[config.mk]
export PLATFORM = sky130hd
export DESIGN_NAME = pipeline_ctrl_flat
export DESIGN_NICKNAME = d
export VERILOG_FILES = /design/src/rtl/pipeline_ctrl_if.sv /design/src/rtl/pipeline_ctrl.sv /design/src/flat_wrapper.sv
export SDC_FILE = /design/constraint.sdc
export NUM_CORES = 1
export LEC_CHECK = 0
export ABC_CLOCK_PERIOD_IN_PS = 7500
export CAP_MARGIN = 20
export CORE_UTILIZATION = 51
export DETAILED_ROUTE_END_ITERATION = 8
export GPL_TIMING_DRIVEN = 0
export PLACE_DENSITY = 0.86
export REMOVE_ABC_BUFFERS = 1
export SYNTH_ARGS = -nofsm -noshare
export SYNTH_HDL_FRONTEND = slang
export SYNTH_SLANG_ARGS = --single-unit
[constraint.sdc]
create_clock -name clk -period 7.5 [get_ports clk]
set_input_delay 2.25 -clock clk [delete_from_list [all_inputs] [get_ports clk]]
set_output_delay 2.25 -clock clk [all_outputs]
set_load 0.01 [all_outputs]
[src/rtl/pipeline_ctrl_if.sv]
// pipeline_ctrl_if: hazard inputs and stage enable/flush outputs of the pipeline controller
interface pipeline_ctrl_if;
  logic ex_memread;
  logic [2:0] ex_rt, id_rs, id_rt;
  logic id_uses_rt, branch_taken, halt, resume, mem_req, mem_ready;
  logic pc_write, ifid_write, idex_write, exmem_write, memwb_write;
  logic ifid_flush, idex_flush, halted, mem_err;
  logic [15:0] stall_count;
  modport master (
    output ex_memread, ex_rt, id_rs, id_rt, id_uses_rt, branch_taken, halt, resume, mem_req, mem_ready,
    input pc_write, ifid_write, idex_write, exmem_write, memwb_write, ifid_flush, idex_flush, halted, mem_err, stall_count
  );
  modport slave (
    input ex_memread, ex_rt, id_rs, id_rt, id_uses_rt, branch_taken, halt, resume, mem_req, mem_ready,
    output pc_write, ifid_write, idex_write, exmem_write, memwb_write, ifid_flush, idex_flush, halted, mem_err, stall_count
  );
endinterface

[src/rtl/pipeline_ctrl.sv]
// pipeline_ctrl: arbitrates memory wait, halt, branch and load-use into stage enables and flushes
module pipeline_ctrl #(
  parameter int MEM_TIMEOUT = 16
) (
  input logic clk,
  input logic rst_n,
  pipeline_ctrl_if.slave bus
);
  typedef enum logic [1:0] {RUN, MEM_WAIT, HALTED} state_t;
  state_t state, state_nxt;
  logic [7:0] wait_cnt, wait_nxt;
  logic mem_err_q, err_nxt, freeze, done, lu;
  logic [15:0] stall_q;
  logic [4:0] wr;
  logic [1:0] fl;
  assign freeze = bus.mem_req && !bus.mem_ready;
  assign done = bus.mem_req && bus.mem_ready;
  assign lu = bus.ex_memread && (bus.ex_rt == bus.id_rs || (bus.id_uses_rt && bus.ex_rt == bus.id_rt));
  always_comb begin
    state_nxt = (state == MEM_WAIT) ? RUN : state;
    wait_nxt = wait_cnt;
    err_nxt = mem_err_q;
    wr = '1;
    fl = '0;
    if (state == HALTED) begin
      wr = '0;
      if (bus.resume && !mem_err_q) begin
        wr = 5'b11011;
        fl = 2'b01;
        state_nxt = RUN;
      end
    end else if (state == MEM_WAIT && !done) begin
      wr = '0;
      if (wait_cnt == 8'(MEM_TIMEOUT - 1)) begin
        err_nxt = 1'b1;
        state_nxt = HALTED;
      end else begin
        wait_nxt = wait_cnt + 8'd1;
        state_nxt = MEM_WAIT;
      end
    end else if (freeze) begin
      wr = '0;
      wait_nxt = 8'd1;
      state_nxt = MEM_WAIT;
    end else if (bus.halt) begin
      wr = '0;
      state_nxt = HALTED;
    end else if (bus.branch_taken) fl = 2'b11;
    else if (lu) begin
      wr = 5'b00111;
      fl = 2'b01;
    end
    // reset forces a safe bubble into every stage regardless of state
    if (!rst_n) begin
      wr = '0;
      fl = '1;
    end
  end
  always_ff @(posedge clk) begin
    if (!rst_n) begin
      state <= RUN;
      wait_cnt <= '0;
      mem_err_q <= 1'b0;
      stall_q <= '0;
    end else begin
      state <= state_nxt;
      wait_cnt <= wait_nxt;
      mem_err_q <= err_nxt;
      if (!wr[4] && state != HALTED && stall_q != 16'hFFFF) stall_q <= stall_q + 16'd1;
    end
  end
  assign {bus.pc_write, bus.ifid_write, bus.idex_write, bus.exmem_write, bus.memwb_write} = wr;
  assign {bus.ifid_flush, bus.idex_flush} = fl;
  assign bus.halted = rst_n && state == HALTED;
  assign bus.mem_err = mem_err_q;
  assign bus.stall_count = stall_q;
endmodule

[src/flat_wrapper.sv]
// flat-port wrapper written by rule: the top's interface ports become plain ports
module pipeline_ctrl_flat 
#(
  parameter int MEM_TIMEOUT = 16
)
  (clk, rst_n, bus_ex_memread, bus_ex_rt, bus_id_rs, bus_id_rt, bus_id_uses_rt, bus_branch_taken, bus_halt, bus_resume, bus_mem_req, bus_mem_ready, bus_pc_write, bus_ifid_write, bus_idex_write, bus_exmem_write, bus_memwb_write, bus_ifid_flush, bus_idex_flush, bus_halted, bus_mem_err, bus_stall_count);
  pipeline_ctrl_if bus_i ();
  input logic clk;
  input logic rst_n;
  input wire logic [$bits(bus_i.ex_memread)-1:0] bus_ex_memread;
  input wire logic [$bits(bus_i.ex_rt)-1:0] bus_ex_rt;
  input wire logic [$bits(bus_i.id_rs)-1:0] bus_id_rs;
  input wire logic [$bits(bus_i.id_rt)-1:0] bus_id_rt;
  input wire logic [$bits(bus_i.id_uses_rt)-1:0] bus_id_uses_rt;
  input wire logic [$bits(bus_i.branch_taken)-1:0] bus_branch_taken;
  input wire logic [$bits(bus_i.halt)-1:0] bus_halt;
  input wire logic [$bits(bus_i.resume)-1:0] bus_resume;
  input wire logic [$bits(bus_i.mem_req)-1:0] bus_mem_req;
  input wire logic [$bits(bus_i.mem_ready)-1:0] bus_mem_ready;
  output wire logic [$bits(bus_i.pc_write)-1:0] bus_pc_write;
  output wire logic [$bits(bus_i.ifid_write)-1:0] bus_ifid_write;
  output wire logic [$bits(bus_i.idex_write)-1:0] bus_idex_write;
  output wire logic [$bits(bus_i.exmem_write)-1:0] bus_exmem_write;
  output wire logic [$bits(bus_i.memwb_write)-1:0] bus_memwb_write;
  output wire logic [$bits(bus_i.ifid_flush)-1:0] bus_ifid_flush;
  output wire logic [$bits(bus_i.idex_flush)-1:0] bus_idex_flush;
  output wire logic [$bits(bus_i.halted)-1:0] bus_halted;
  output wire logic [$bits(bus_i.mem_err)-1:0] bus_mem_err;
  output wire logic [$bits(bus_i.stall_count)-1:0] bus_stall_count;
  assign bus_i.ex_memread = bus_ex_memread;
  assign bus_i.ex_rt = bus_ex_rt;
  assign bus_i.id_rs = bus_id_rs;
  assign bus_i.id_rt = bus_id_rt;
  assign bus_i.id_uses_rt = bus_id_uses_rt;
  assign bus_i.branch_taken = bus_branch_taken;
  assign bus_i.halt = bus_halt;
  assign bus_i.resume = bus_resume;
  assign bus_i.mem_req = bus_mem_req;
  assign bus_i.mem_ready = bus_mem_ready;
  assign bus_pc_write = bus_i.pc_write;
  assign bus_ifid_write = bus_i.ifid_write;
  assign bus_idex_write = bus_i.idex_write;
  assign bus_exmem_write = bus_i.exmem_write;
  assign bus_memwb_write = bus_i.memwb_write;
  assign bus_ifid_flush = bus_i.ifid_flush;
  assign bus_idex_flush = bus_i.idex_flush;
  assign bus_halted = bus_i.halted;
  assign bus_mem_err = bus_i.mem_err;
  assign bus_stall_count = bus_i.stall_count;
  pipeline_ctrl #(.MEM_TIMEOUT(MEM_TIMEOUT)) u_core (.clk(clk), .rst_n(rst_n), .bus(bus_i));
endmodule
After elaboration in Yosys (flattened, before gate mapping)
Index checks and enable logic that the tools add are counted.
{ "op_classes": {"n_addsub": 2, "eq_ne": 8, "mux": 26, "n_bitwise": 1, "n_reduce_logical": 17} }
{ "ops": {"columns": ["op", "n"], "rows": [
  ["5-bit two-way mux", 8],
  ["2-bit two-way mux", 13],
  ["8-bit two-way mux", 3],
  ["16-bit by 1-bit adder with 16-bit output, second input constant", 1],
  ["16-bit != test, second input constant", 1],
  ["1-bit logical AND", 9],
  ["8-bit by 1-bit adder with 8-bit output, second input constant", 1],
  ["8-bit by 4-bit == test with 1-bit output, second input constant", 1],
  ["3-bit == test", 2],
  ["3-bit AND reduction", 2],
  ["1-bit logical NOT", 4],
  ["2-bit != test, second input constant", 2],
  ["2-bit by 1-bit == test with 1-bit output, second input constant", 1],
  ["2-bit == test, second input constant", 1],
  ["1-bit two-way mux", 2],
  ["2-bit nonzero test", 1],
  ["1-bit logical OR", 1],
  ["1-bit inverter", 1]
]} }
{ "totals": {"ff_bits": 27, "input_bits": 18, "output_inout_bits": 25, "wordCells": 58} }

Depth between registers and ports, before layout
{ "depth": {"depth_word": 14, "depth_mapped": 8} }

Worst setup path after synthesis
OpenSTA, ideal clock, no wires.
{ "synth_timing": {"path_kind": "input to output", "from": "in bus_ex_rt[2]", "to": "out bus_pc_write", "arrival_ns": 3.588, "required_ns": 5.250, "slack_ns": 1.662, "stages": 7, "cell_sequence": "xor2_1 > or4_4 > a21oi_4 > and2b_1 > nor2_1 > nor2_1 > buf_4"} }
{ "synth_between": {"elab_chain_len": 11} }
{ "synth_lines": {"columns": ["item", "line_no", "source"], "rows": [
  ["from (decl)", "flat_wrapper.sv:11", "input wire logic [$bits(bus_i.ex_rt)-1:0] bus_ex_rt;"],
  ["3-bit == test", "pipeline_ctrl.sv:18", "assign lu = bus.ex_memread && (bus.ex_rt == bus.id_rs || (bus.id_uses_rt && bus.ex_rt == bus.id_rt));"],
  ["1-bit logical AND", "pipeline_ctrl.sv:18", null],
  ["1-bit logical OR *", "pipeline_ctrl.sv:18", null],
  ["1-bit logical AND *", "pipeline_ctrl.sv:18", null],
  ["5-bit two-way mux *", "pipeline_ctrl.sv:49", "else if (lu) begin"],
  ["5-bit two-way mux *", "pipeline_ctrl.sv:48", "end else if (bus.branch_taken) fl = 2'b11;"],
  ["5-bit two-way mux *", "pipeline_ctrl.sv:45", "end else if (bus.halt) begin"],
  ["5-bit two-way mux *", "pipeline_ctrl.sv:41", "end else if (freeze) begin"],
  ["5-bit two-way mux *", "pipeline_ctrl.sv:32", "end else if (state == MEM_WAIT && !done) begin"],
  ["5-bit two-way mux *", "pipeline_ctrl.sv:25", "if (state == HALTED) begin"],
  ["5-bit two-way mux *", "pipeline_ctrl.sv:54", "if (!rst_n) begin"],
  ["to (decl)", "flat_wrapper.sv:20", "output wire logic [$bits(bus_i.pc_write)-1:0] bus_pc_write;"]
]} }
Every way passes the cells marked *; elsewhere a longest branch is shown, timed or not.

Worst setup path after layout
Same ends and word-level chain as after synthesis.

==> results by stage <==
CTS:
- The post-cts repair resize count is 0.
- The setup fix buffers added after clock tree synthesis is 0.
- The CTS tree is yes.
- The post-cts hold buffer count is 0.
- The clock buffer count from CTS is 3.
- The clock input transition at the sequential cells of the worst setup and hold paths is 0.14 ns.
- The clock tree root buffer cell is clkbuf_4.
- The clock passes through at most 2 buffers.
- The total number of clock tree sinks is 27.
- The clock insertion delay at the later pin of the skew report is 0.33 ns.
- CTS built an H-tree with a depth of 1.

Power:
- The worst vdd rail ir drop is 0.154 mV.
- For this design the ratio of total power to cell area is 144 mW/mm2.
- The leakage power is 0.000640 uW.

Placement:
- At the placement stage, the worst setup path has a slack of 0.747 ns.
- The HPWL after detailed placement is 2.61 mm.
- The instance area at placement is 0.00190 mm2.
- The instance count after placement with tap cells included is 247.
- The total of buffers placed on input and output ports is 42.
- At the end of routability-driven placement, the weighted congestion stood at 0.830.

Floorplan:
- The die width is 56.1 um.
- During I/O placement, the number of pins put on the boundary was 43.
- The number of rows created at floorplan is 19.
- The die covers 0.00315 mm2.
- The vertical die dimension is 56.1 um.
- The region available for standard cell placement spans 0.00276 mm2.
- The initial utilization of the core area, before any placement, comes to 54.2%.

Timing:
- The total count of hold-check failures in the final report is 0.
- Setup repair after global routing left no endpoint under its margin.
- Based on the critical path, the design can be clocked at up to 148 MHz.
- The period utilization is 90.1%.
- At the pin with the least slew margin, the transition time is 0.699 ns.
- The worst slew margin relative to its limit is 53.4%.
- In the final timing run, aggregate negative setup slack is 0 ns.
- The post-layout minimum cycle time is 6.76 ns.
- Setup violations remaining at the end of the flow were counted as 0.
- The final worst setup slack is 0.739 ns.
- The number of pins exceeding their max-slew limit in the final report is 0.
- On the final layout, the worst clock skew is 0.0116 ns.

Synth:
- After synthesis the netlist holds a flip-flop and latch count of 27.
- For this run, asynchronously set or reset flops after synthesis account for 0%.
- Synthesis produced a netlist whose cell count is 183.
- Sorting the synthesized cells by area gives the leading types as dfxtp_1 36%, xor2_1 5.9%, a21oi_1 4.4%.
- Of the synthesized area, sequential elements account for 36.2%.
- The most instantiated library cell after synthesis is dfxtp_1.
- In this run the cell area of the synthesized design comes to 0.00150 mm2.
- The leading register cell type out of synthesis is dfxtp_1.
- The total of warnings raised by yosys is 0.
- In this run, synthesis inferred 0 flip-flops with an integrated enable.
- The biggest area contributor in the post-synthesis netlist is dfxtp_1.
- Sorting the synthesized cells by how often they occur yields 27 x dfxtp_1, 17 x nor2_1, 13 x a21oi_1.
- The number of different library cells used by synthesis comes to 41.
- Of the post-synthesis cell area, the dominant cell type holds 36.2%.
- The average instance area after synthesis is 8.17 um2.

Route:
- For this block, the initial DRC count from the detailed router was 42.
- The pre-antenna-repair detailed-routing pass consisted of 4 iterations.
- The wire length per cell is 13.9 um.
- The post-detailed-routing wire length is 3.48 mm.
- The count of vias placed by the detailed router is 1477.
- The via density per instance is 5.88.
- The number of design rule violations left after detail routing is 0.
- The count of nets left with antenna violations once routing finished came out at 0.

Setup path:
- The worst setup path is launched from a primary input.
- The worst setup path is captured at a primary output.
- The required arrival time at the worst endpoint is 5.25 ns.
- The data arrival time of the worst path is 4.51 ns.
- The kind of critical path is primary input to primary output.
- The worst-path maximum fanout is 4.

Layout:
- Relative to the synthesized area, the layout overhead comes to 29.4%.
- The number of nets at the end of the flow is 241.
- The final cell count without fillers is 251.
- The number of fillers in the final layout is 231.
- The number of diodes added for antenna fixing is 0.
- With fillers left out, the area of the finished cells amounts to 0.00193 mm2.
- The share of final-layout standard cells stronger than drive strength 1 is 4.09%.
- The sequential cell area in the final layout is 541 um2.
- The multi-input combinational cells in the finished layout cover a total of 886 um2.

Global routing:
- The pin count of the biggest net entering global routing is 22.
- The first global-routing pass estimated 5.83 mm of wire.
- The global-route congestion overflow total is 0.
- The initial antenna violation count came to 0.
- The via count of the first global-routing pass is 1401.
- Global routing used 22.7% of the available tracks across all layers.

Run:
- The count of max-cap constraint violations is 0.

Hold path:
- The min-delay analysis places its worst path in the category flop to flop.

Status:
- The flow ran to the end, and the final reports show no timing, DRC or antenna violations.
cells by family (layout without fill, tap and decap cells):
logic type | count (synthesis) | after routing | synth area share, %
flops | 27 | 27 | 36.2
simple gates | 89 | 89 | 32.6
mux | 1 | 1 | 0.669
fa+ha+maj | 2 | 2 | 1.67
buf+inv | 14 | 51 | 4.60
xor+xnor | 14 | 14 | 8.20
compound gates | 36 | 36 | 16.1
report_power, final:
group	total [uW]	switching (uW)	internal [uW]
logic	58.9	28.3	30.6
registers	154	6.43	148
clock network	65.1	44.7	20.4
placed cells by master, fill, tap and decap left out, drive strengths merged:
cell type and n:
a21bo 1, or3 4, a311oi 1, or4 6
nand4 8, nand3b 1, o21a 2, nand3 12
o31ai 6, nand2b 4, clkbuf 3, and2b 1
nor2 17, a21oi 14, clkdlybuf4s50 42, mux2i 1
dfxtp 27, o41a 1, nor3b 2, nor3 7
xor2 10, o211ai 1, o31a 1, inv 5
nand2 11, clkinvlp 1, and4b 1, o21ai 8
or2 1, xnor2 4, and3 1, a211o 1
and2 2, and4 2, nor4 5, nor2b 4
ha 2
path summary, 6_finish.rpt:
kind / startpoint / end / slack [ns] / depth (start not counted)
hold reg to reg: u_core.bus.stall_count[10] / u_core.bus.stall_count[10] / 0.52 / 2
setup reg to reg: u_core.bus.stall_count[0] / u_core.bus.stall_count[7] / 5.33 / 6
setup / recovery: bus_ex_rt[2] / bus_pc_write / 0.74 / 8
hold / removal: u_core.bus.stall_count[10] / u_core.bus.stall_count[10] / 0.52 / 2
area by class of cell:
class / count / share of cell area (%)
clock inverters: 1 / 0.388
well taps: 31 / 2.01
clock buffers: 3 / 1.16
multi-input cells: 142 / 45.8
inverters: 5 / 0.970
repair buffers: 42 / 21.7
flip-flops and latches: 27 / 27.9
state kept, by name (all words and copies together), names as in the netlist:
name	cells
u_core.bus.mem_err	1
u_core.bus.stall_count	16
u_core.wait_cnt	8
u_core.state	2
stage by stage:
step	hold WS [ns]	utilization (%)	total power [uW]
after floorplan	0.485	-	186
after detailed placement	0.506	69.1	216
after global routing	0.553	70.1	292
after CTS	0.525	70.1	280
after global placement	0.476	69.1	214
final	0.520	70.1	278
metal layers:
metal | part of all wire (%) | up-vias | GRT usage, %
met4 | 0.86 | 0 | 6.27
met1 | 44 | 676 | 27.1
met3 | 4.8 | 4 | 3.02
met2 | 51 | 53 | 42.0
li1 | - | 744 | -
met5 | 0 | - | 0
worst max-delay path, cell delays in order:
cell             delay (ns)
clkdlybuf4s50_1        0.46
xor2_1                 0.19
or4_4                  0.56
a21oi_4                0.19
and2b_1                0.20
nor2_1                 0.08
nor2_1                 0.06
clkdlybuf4s50_1        0.51
Note: power is estimated with default switching activity, not from simulation.
